--- src/rtl/reset_sequencer.sv ---
// Reset sequencer: qualifies a debounced reset button and a PLL lock, then
// releases N_STAGE active-low domain resets one at a time, waiting for each
// domain's done flag before moving on. A done wait that runs out parks the
// sequencer in FAULT until the button is pressed and released again.
//
// Ports:
//   clk         - single clock for all logic
//   rst         - asynchronous active-high reset
//   key_n       - raw asynchronous reset button, 0 = pressed
//   pll_lock    - asynchronous PLL lock indication
//   stage_done  - per-stage ready flag, bit k sampled only while waiting on stage k
//   rstn_out    - per-domain active-low resets, bit 0 released first
//   busy        - high while any domain is held in reset, except in FAULT
//   timeout_err - sticky: a done wait expired
//   fault_stage - index of the stage whose done wait expired
module reset_sequencer #(
  parameter int unsigned N_STAGE      = 3,
  parameter int unsigned DEB_CYCLES   = 1000,
  parameter int unsigned STAGE_DLY    = 16,
  parameter int unsigned DONE_TIMEOUT = 65535
) (
  input  logic               clk,
  input  logic               rst,
  input  logic               key_n,
  input  logic               pll_lock,
  input  logic [N_STAGE-1:0] stage_done,
  output logic [N_STAGE-1:0] rstn_out,
  output logic               busy,
  output logic               timeout_err,
  output logic [2:0]         fault_stage
);

  localparam int unsigned DEB_W = $clog2(DEB_CYCLES + 1);
  localparam int unsigned DLY_W = $clog2(STAGE_DLY + 1);
  localparam int unsigned TO_W  = $clog2(DONE_TIMEOUT + 1);
  localparam int unsigned K_W   = (N_STAGE > 1) ? $clog2(N_STAGE) : 1;

  localparam logic [DEB_W-1:0] DEB_LAST = DEB_W'(DEB_CYCLES - 1);
  localparam logic [DLY_W-1:0] DLY_LAST = DLY_W'(STAGE_DLY - 1);
  localparam logic [TO_W-1:0]  TO_LAST  = TO_W'(DONE_TIMEOUT - 1);
  localparam logic [K_W-1:0]   K_LAST   = K_W'(N_STAGE - 1);

  localparam logic [2:0] ST_IDLE      = 3'd0;
  localparam logic [2:0] ST_DELAY     = 3'd1;
  localparam logic [2:0] ST_WAIT_DONE = 3'd2;
  localparam logic [2:0] ST_RUN       = 3'd3;
  localparam logic [2:0] ST_FAULT     = 3'd4;

  logic             key_s1, key_s2, lock_s1, lock_s2;
  logic             deb_q;
  logic [DEB_W-1:0] deb_cnt_q;
  logic             qualified;

  logic [2:0]         state_q, state_d;
  logic [K_W-1:0]     k_q, k_d;
  logic [DLY_W-1:0]   dly_cnt_q, dly_cnt_d;
  logic [TO_W-1:0]    to_cnt_q, to_cnt_d;
  logic               press_seen_q, press_seen_d;
  logic [N_STAGE-1:0] rstn_q, rstn_d;
  logic               busy_q, busy_d;
  logic               terr_q, terr_d;
  logic [2:0]         fstage_q, fstage_d;

  // Two-flop synchronisers for both asynchronous inputs.
  always_ff @(posedge clk or posedge rst) begin
    if (rst) begin
      key_s1  <= 1'b0;
      key_s2  <= 1'b0;
      lock_s1 <= 1'b0;
      lock_s2 <= 1'b0;
    end else begin
      key_s1  <= key_n;
      key_s2  <= key_s1;
      lock_s1 <= pll_lock;
      lock_s2 <= lock_s1;
    end
  end

  // Debouncer: counts consecutive cycles where the synchronised key differs
  // from the accepted level; any agreement reloads the count. Resetting to 0
  // means the button must be seen released before the first sequence.
  always_ff @(posedge clk or posedge rst) begin
    if (rst) begin
      deb_q     <= 1'b0;
      deb_cnt_q <= '0;
    end else if (key_s2 == deb_q) begin
      deb_cnt_q <= '0;
    end else if (deb_cnt_q == DEB_LAST) begin
      deb_q     <= key_s2;
      deb_cnt_q <= '0;
    end else begin
      deb_cnt_q <= deb_cnt_q + DEB_W'(1);
    end
  end

  assign qualified = deb_q & lock_s2;

  always_comb begin
    state_d      = state_q;
    k_d          = k_q;
    dly_cnt_d    = dly_cnt_q;
    to_cnt_d     = to_cnt_q;
    press_seen_d = press_seen_q;
    rstn_d       = rstn_q;
    terr_d       = terr_q;
    fstage_d     = fstage_q;

    case (state_q)
      ST_IDLE: begin
        rstn_d = '0;
        if (qualified) begin
          k_d       = '0;
          dly_cnt_d = '0;
          state_d   = ST_DELAY;
        end
      end
      ST_DELAY: begin
        if (!qualified) begin
          rstn_d  = '0;
          state_d = ST_IDLE;
        end else if (dly_cnt_q == DLY_LAST) begin
          rstn_d[k_q] = 1'b1;
          to_cnt_d    = '0;
          state_d     = ST_WAIT_DONE;
        end else begin
          dly_cnt_d = dly_cnt_q + DLY_W'(1);
        end
      end
      ST_WAIT_DONE: begin
        if (!qualified) begin
          rstn_d  = '0;
          state_d = ST_IDLE;
        end else if (stage_done[k_q]) begin
          // Done is tested before expiry so a same-cycle tie goes to done.
          if (k_q == K_LAST) begin
            state_d = ST_RUN;
          end else begin
            k_d       = k_q + K_W'(1);
            dly_cnt_d = '0;
            state_d   = ST_DELAY;
          end
        end else if (to_cnt_q == TO_LAST) begin
          terr_d       = 1'b1;
          fstage_d     = 3'(k_q);
          rstn_d       = '0;
          press_seen_d = 1'b0;
          state_d      = ST_FAULT;
        end else begin
          to_cnt_d = to_cnt_q + TO_W'(1);
        end
      end
      ST_RUN: begin
        if (!qualified) begin
          rstn_d  = '0;
          state_d = ST_IDLE;
        end else begin
          rstn_d = '1;
        end
      end
      ST_FAULT: begin
        rstn_d = '0;
        // Leave only on a full press-then-release of the debounced key.
        if (!deb_q) begin
          press_seen_d = 1'b1;
        end else if (press_seen_q) begin
          press_seen_d = 1'b0;
          terr_d       = 1'b0;
          fstage_d     = 3'd0;
          state_d      = ST_IDLE;
        end
      end
      default: begin
        rstn_d  = '0;
        state_d = ST_IDLE;
      end
    endcase

    // Derived from next-state values so busy lines up with the registered resets.
    busy_d = (rstn_d != '1) && (state_d != ST_FAULT);
  end

  always_ff @(posedge clk or posedge rst) begin
    if (rst) begin
      state_q      <= ST_IDLE;
      k_q          <= '0;
      dly_cnt_q    <= '0;
      to_cnt_q     <= '0;
      press_seen_q <= 1'b0;
      rstn_q       <= '0;
      busy_q       <= 1'b1;
      terr_q       <= 1'b0;
      fstage_q     <= 3'd0;
    end else begin
      state_q      <= state_d;
      k_q          <= k_d;
      dly_cnt_q    <= dly_cnt_d;
      to_cnt_q     <= to_cnt_d;
      press_seen_q <= press_seen_d;
      rstn_q       <= rstn_d;
      busy_q       <= busy_d;
      terr_q       <= terr_d;
      fstage_q     <= fstage_d;
    end
  end

  assign rstn_out    = rstn_q;
  assign busy        = busy_q;
  assign timeout_err = terr_q;
  assign fault_stage = fstage_q;

endmodule

--- config.mk ---
export PLATFORM = sky130hd
export DESIGN_NAME = reset_sequencer
export DESIGN_NICKNAME = d
export VERILOG_FILES = /design/src/rtl/reset_sequencer.sv
export SDC_FILE = /design/constraint.sdc
export NUM_CORES = 1
export LEC_CHECK = 0
export ABC_AREA = 1
export BUFFER_PORTS_ARGS = -buffer_cell sky130_fd_sc_hd__buf_2
export CORE_MARGIN = 3
export CORE_UTILIZATION = 43
export CTS_BUF_LIST = sky130_fd_sc_hd__clkbuf_4 sky130_fd_sc_hd__clkbuf_8
export DETAILED_ROUTE_END_ITERATION = 10
export HOLD_SLACK_MARGIN = 0.03
export PLACE_DENSITY = 0.67
export SYNTH_ARGS = -nofsm -noshare
export SYNTH_HDL_FRONTEND = slang
export SYNTH_SLANG_ARGS = --single-unit
export TNS_END_PERCENT = 100
--- constraint.sdc ---
create_clock -name clk -period 4.5 [get_ports clk]
set_clock_uncertainty 0.15 [all_clocks]
set_input_delay 0.45 -clock clk [delete_from_list [all_inputs] [get_ports clk]]
set_output_delay 0.45 -clock clk [all_outputs]
set_load 0.005 [all_outputs]
======== Word-level counts from Yosys, hierarchy flattened ========
Cells that the tools add are included.
operators by class
  bitwise gates (word level) .............. 3
  eq/ne operators ......................... 23
  add/sub/neg operators ................... 4
  reductions and logical operators ........ 13
  muxes and demuxes ....................... 59
  order comparisons ....................... 2
operators with widths
  cell                                                              number
  16-bit 2-to-1 mux                                                 5
  3-bit 2-to-1 mux                                                  20
  16-bit case mux with 2 select lines                               1
  5-bit 2-to-1 mux                                                  6
  2-bit != test (second input constant)                             12
  10-bit 2-to-1 mux                                                 2
  16-bit by 1-bit adder with 16-bit output (second input constant)  1
  16-bit == test (second input constant)                            1
  3-bit case mux with 5 select lines                                1
  5-bit case mux with 3 select lines                                1
  6-bit AND reduction                                               2
  1-bit 2-to-1 mux                                                  11
  10-bit by 1-bit adder with 10-bit output (second input constant)  1
  10-bit == test (second input constant)                            1
  2-bit 2-to-1 mux                                                  5
  3-bit case mux with 3 select lines                                1
  7-bit AND reduction                                               1
  3-bit by 2-bit == test with 1-bit output (second input constant)  2
  3-bit != test (second input constant)                             2
  3-bit case mux with 2 select lines                                1
  2-bit nonzero test                                                3
  5-bit by 1-bit adder with 5-bit output (second input constant)    1
  5-bit by 4-bit == test with 1-bit output (second input constant)  1
  5-bit AND reduction                                               1
  19 further kinds                                                  21
storage, ports and cells
  register bits ........................... 50
  logic and storage cells ................. 119
  output and inout bits ................... 8
  bits of input ports ..................... 7

======== Logic depth before layout (Yosys ltp) ========
  depth after elaboration ................. 10
  mapped depth ............................ 13

======== Worst setup path after synthesis ========
No wires, ideal clock.
  kind .................................... register to register
  start ................................... register dly_cnt_q[0]
  end ..................................... register dly_cnt_q[3]
  cell stages (with the launch flop) ...... 11
  setup slack ............................. 2.492 ns
  data required time ...................... 4.224 ns
  library setup time ...................... 0.126 ns
  period minus slack after synthesis ...... 2.008 ns
  arrival time ............................ 1.733 ns
  path through ............................ dfrtp_1 > ha_1 > nand2_1 > nor2_1 > ha_1 > o21ai_0 > nand2_1 > nor3_2 > nand3_2 > nor3_1 > nor3b_2
between the ends
  word-level cells in the longest chain between the ends .. 4
RTL lines
  element                                 RTL line  text
  start, declared                         56        logic [DLY_W-1:0] dly_cnt_q, dly_cnt_d;
  start signal, assigned                  196       dly_cnt_q <= dly_cnt_d;
  5-bit by 1-bit adder with 5-bit output  126       dly_cnt_d = dly_cnt_q + DLY_W'(1);
  5-bit 2-to-1 mux                        121       end else if (dly_cnt_q == DLY_LAST) begin
  5-bit 2-to-1 mux                        118       if (!qualified) begin
  5-bit case mux with 3 select lines      108       case (state_q)
Parallel ways exist; a longest one is shown, timed or not. The select of a mux whose other input is x is not followed.
A chain may end at the register's enable or synchronous reset.

======== Worst setup path in the final report ========
  start ................................... register state_q[0]
  end ..................................... register to_cnt_q[9]
between the ends
  word-level cells in the longest chain between the ends .. 3
RTL lines
  element                                                                                                      RTL line  text
  start, declared                                                                                              54        logic [2:0] state_q, state_d;
  start signal, assigned                                                                                       194       state_q <= state_d;
  3-bit by 2-bit == test with 1-bit output / 3-bit by 1-bit == test with 1-bit output (equally long branches)  108
  2-bit != test (no source line) / 2-bit nonzero test (equally long branches)                                  -
  6-bit AND reduction (no source line)                                                                         -
  end signal, assigned                                                                                         197       to_cnt_q <= to_cnt_d;
  end, declared                                                                                                57        logic [TO_W-1:0] to_cnt_q, to_cnt_d;
Parallel ways exist; a longest one is shown, timed or not.

==> results.yml <==
run_status:
  status: "finished clean"
route:
  antenna_left: 0
  dr.pass1.iters: 4
  routed_wl_mm: 5.16
  vias: 2114
  drt_iter0_markers: 110
  viasPerCell: 5.08
  route.detailed.wl_per_inst_um: 12.4
  drc: 0
setup_path:
  crit_buf_inv: 2
  crit_family: "simple AND/OR/NAND/NOR gates"
  cp-start-kind: "flip-flop"
  cp_cell_sequence: "nor2_2 -> nand2_2 -> clkinv_2 -> nor2_1 -> nor3_2 -> nand3_2 -> inv_2 -> nand2_1 -> nand2_1 -> nor2_1"
  r2r-end: "to_cnt_q[9]"
  timing.reg2reg.setup_slack_ns: 1.88
  rr_startpoint: "state_q[0]"
  worst_path_largest_cell_delay_ns: 0.45
  path_class: "reg2reg"
  endpoint_kind: "flip-flop"
  cpMaxStageDelayCell: "dfrtp_1"
  r2r_cells: 10
  arrival_ns: 2.66
  critical_path_required_ns: 4.54
  worst-path-max-fanout: 23
worst_hold_path:
  holdPathStages: 1
  min-delay-start: "key_n"
  hold_path.class: "in2reg"
  whs_endpoint: "key_s1"
sta:
  hold_viol_final: 0
  max_freq_ghz: 0.382
  slew_violations: 0
  maxSlewHeadroom_pct: 34.2
  fin_setup_tns_ns: 0
  setup_violations: 0
  grt_setup_unrepaired: "no"
  worst_pin_slew_ns: 0.987
  min_period_ns: 2.62
  fin_crit_sh_pct: 58.2
logic_synthesis:
  async_flop_share_pct: 100
  ys_top_cells_by_area: "dfrtp_1 45%, nand2_1 9.9%, nor2_1 5.4%, inv_1 4.5%, nand3_1 4.1%"
  synth_seq_cells: 49
  synth_top_area_share_pct: 44.5
  synth_top_cell_by_area: "dfrtp_1"
  netlist_top_cells_count: "71 x nand2_1, 48 x dfrtp_1, 39 x nor2_1, 32 x inv_1, 22 x nand3_1"
  synth_nets: 340
  synth.yosys.seq_area_share_pct: 45.5
  yosys_warnings: 0
  synth.most_common_cell: "nand2_1"
  ys.flop_type: "dfrtp_1"
  syn_inst: 325
  synthesis.area_um2: 2700
  yosysUniqueCellTypes: 38
  synth_edf_count: 0
  avgSynthCellArea_um2: 8.30
cells_and_area:
  antenna_cells: 0
  fin_util_pct: 48.4
  drive_above_1_share_pct: 16.7
  area_growth_syn_to_layout_pct: 7.56
  layout.nets: 355
  n_fill_cell: 579
power_and_ir_drop:
  p_leak_nw: 1.40
  power_density_nw_per_um2: 250
  peakVddDrop_mv: 0.178
  power_w: 0.000724
cts:
  cts_max_path_buffers: 2
  post_cts_resized: 0
  holdBufCountCts: 0
  cts_root_buf: "clkbuf_8"
  cts.clk_slew.worst_paths_ns: 0.09
  clock-sinks: 49
  cts_buffers: 5
  cts_tree: "yes"
  htreeDepth: 2
  post_cts_buffers: 0
  insertion_delay_ns: 0.30
global_routing:
  grt_first_pass_wirelength_mm: 9.11
  grtUsageTotal_pct: 15.6
  grt_pass1_vias: 2056
  antenna_found_initial: 0
  overflow: 0
  grt_max_degree: 50
placement:
  io_buffers: 13
  gp_congestion: 0.854
  dp_hpwl_mm: 3.87
floorplanning:
  start_util_pct: 45.0
  row_count: 28
  die_h_um: 85.2
  core_um2: 5990
  die_w_um: 85.2
  ios: 15
  dieArea_um2: 7260
run:
  cap_violations: 0
-- layer usage --
| layer | GRT usage [%] | vias to the layer above | part of all wire (%) |
|---|---|---|---|
| li1 | - | 1097 | - |
| met1 | 20.6 | 982 | 49 |
| met2 | 25.6 | 28 | 46 |
| met3 | 3.40 | 7 | 3.6 |
| met4 | 4.60 | 0 | 1.2 |
| met5 | 0 | - | 0 |
-- cell usage in the layout (no fill, tap or decap), types with 3 or more instances in the layout --
cell type	count
nand4_1	7
a21oi_1	9
inv_2	8
clkbuf_8	5
nor3_1	11
ha_1	8
nand2_2	3
o31ai_2	7
dfrtp_1	48
xor2_1	6
nor2_1	39
xnor2_1	3
o21ai_1	5
nand2_1	71
nand3_1	22
nand3_2	3
a31o_2	3
inv_1	31
o21ai_0	15
buf_2	13
-- cell type report --
| type | count | area, um^2 | area share, % |
|---|---|---|---|
| Timing Repair Buffer | 13 | 65.1 | 2.24 |
| Clock inverter | 2 | 15.0 | 0.517 |
| Clock buffer | 6 | 76.3 | 2.63 |
| Tap cell | 75 | 93.8 | 3.23 |
| Sequential cell | 49 | 1230 | 42.3 |
| Inverter | 40 | 151 | 5.22 |
| Multi-Input combinational cell | 231 | 1270 | 43.9 |
-- sequential cells by signal, indices dropped and copies added (netlist names) --
register and count:
key_s1 1, to_cnt_q 16, lock_s2 1, state_q 3
fault_stage 2, k_q 2, dly_cnt_q 5, deb_q 1
rstn_out 3, key_s2 1, deb_cnt_q 10, press_seen_q 1
busy 1, lock_s1 1, timeout_err 1
-- worst max path at each step --
stage               cells after the start  slack, ns           end          from
global placement                       10       2.02  to_cnt_q[11]    state_q[0]
detailed placement                     10       1.94   to_cnt_q[5]    state_q[0]
finish                                 10       1.88   to_cnt_q[9]    state_q[0]
global route                           11       1.56   to_cnt_q[9]  dly_cnt_q[0]
CTS                                    10       1.90   to_cnt_q[9]    state_q[0]
floorplan                              10       2.49  dly_cnt_q[3]  dly_cnt_q[0]
-- per-stage QoR --
stage | area [um^2] | setup slack [ns] | hold slack [ns] | instances
floorplan | 2700 | 2.49 | 0.181 | 325
global placement | 2810 | 2.02 | 0.193 | 408
detailed placement | 2810 | 1.94 | 0.195 | 408
CTS | 2900 | 1.90 | 0.0879 | 416
global route | 2900 | 1.56 | 0.0809 | 416
finish | 2900 | 1.88 | 0.102 | 416
-- logic make-up after synthesis --
kind of cell | count (synthesis) | share of synthesized area (%)
AO/OA/AOI/OAI | 47 | 12.1
XOR/XNOR | 9 | 2.92
adder cells (fa/ha/maj) | 8 | 3.71
buffers and inverters | 45 | 7.33
flip-flops | 49 | 45.5
multiplexers | 1 | 0.417
other | 1 | 0.139
AND/OR/NAND/NOR | 165 | 27.9
-- power breakdown --
group | switching (W) | leakage [nW] | internal (W) | total, W
clock network | 0.000145 | 0.0408 | 0.000116 | 0.000261
registers | 0.00000262 | 0.602 | 0.000444 | 0.000446
logic | 0.0000125 | 0.753 | 0.00000431 | 0.0000168
total | 0.000160 | 1.40 | 0.000564 | 0.000724
No activity file was read; power rests on OpenSTA's default activity.
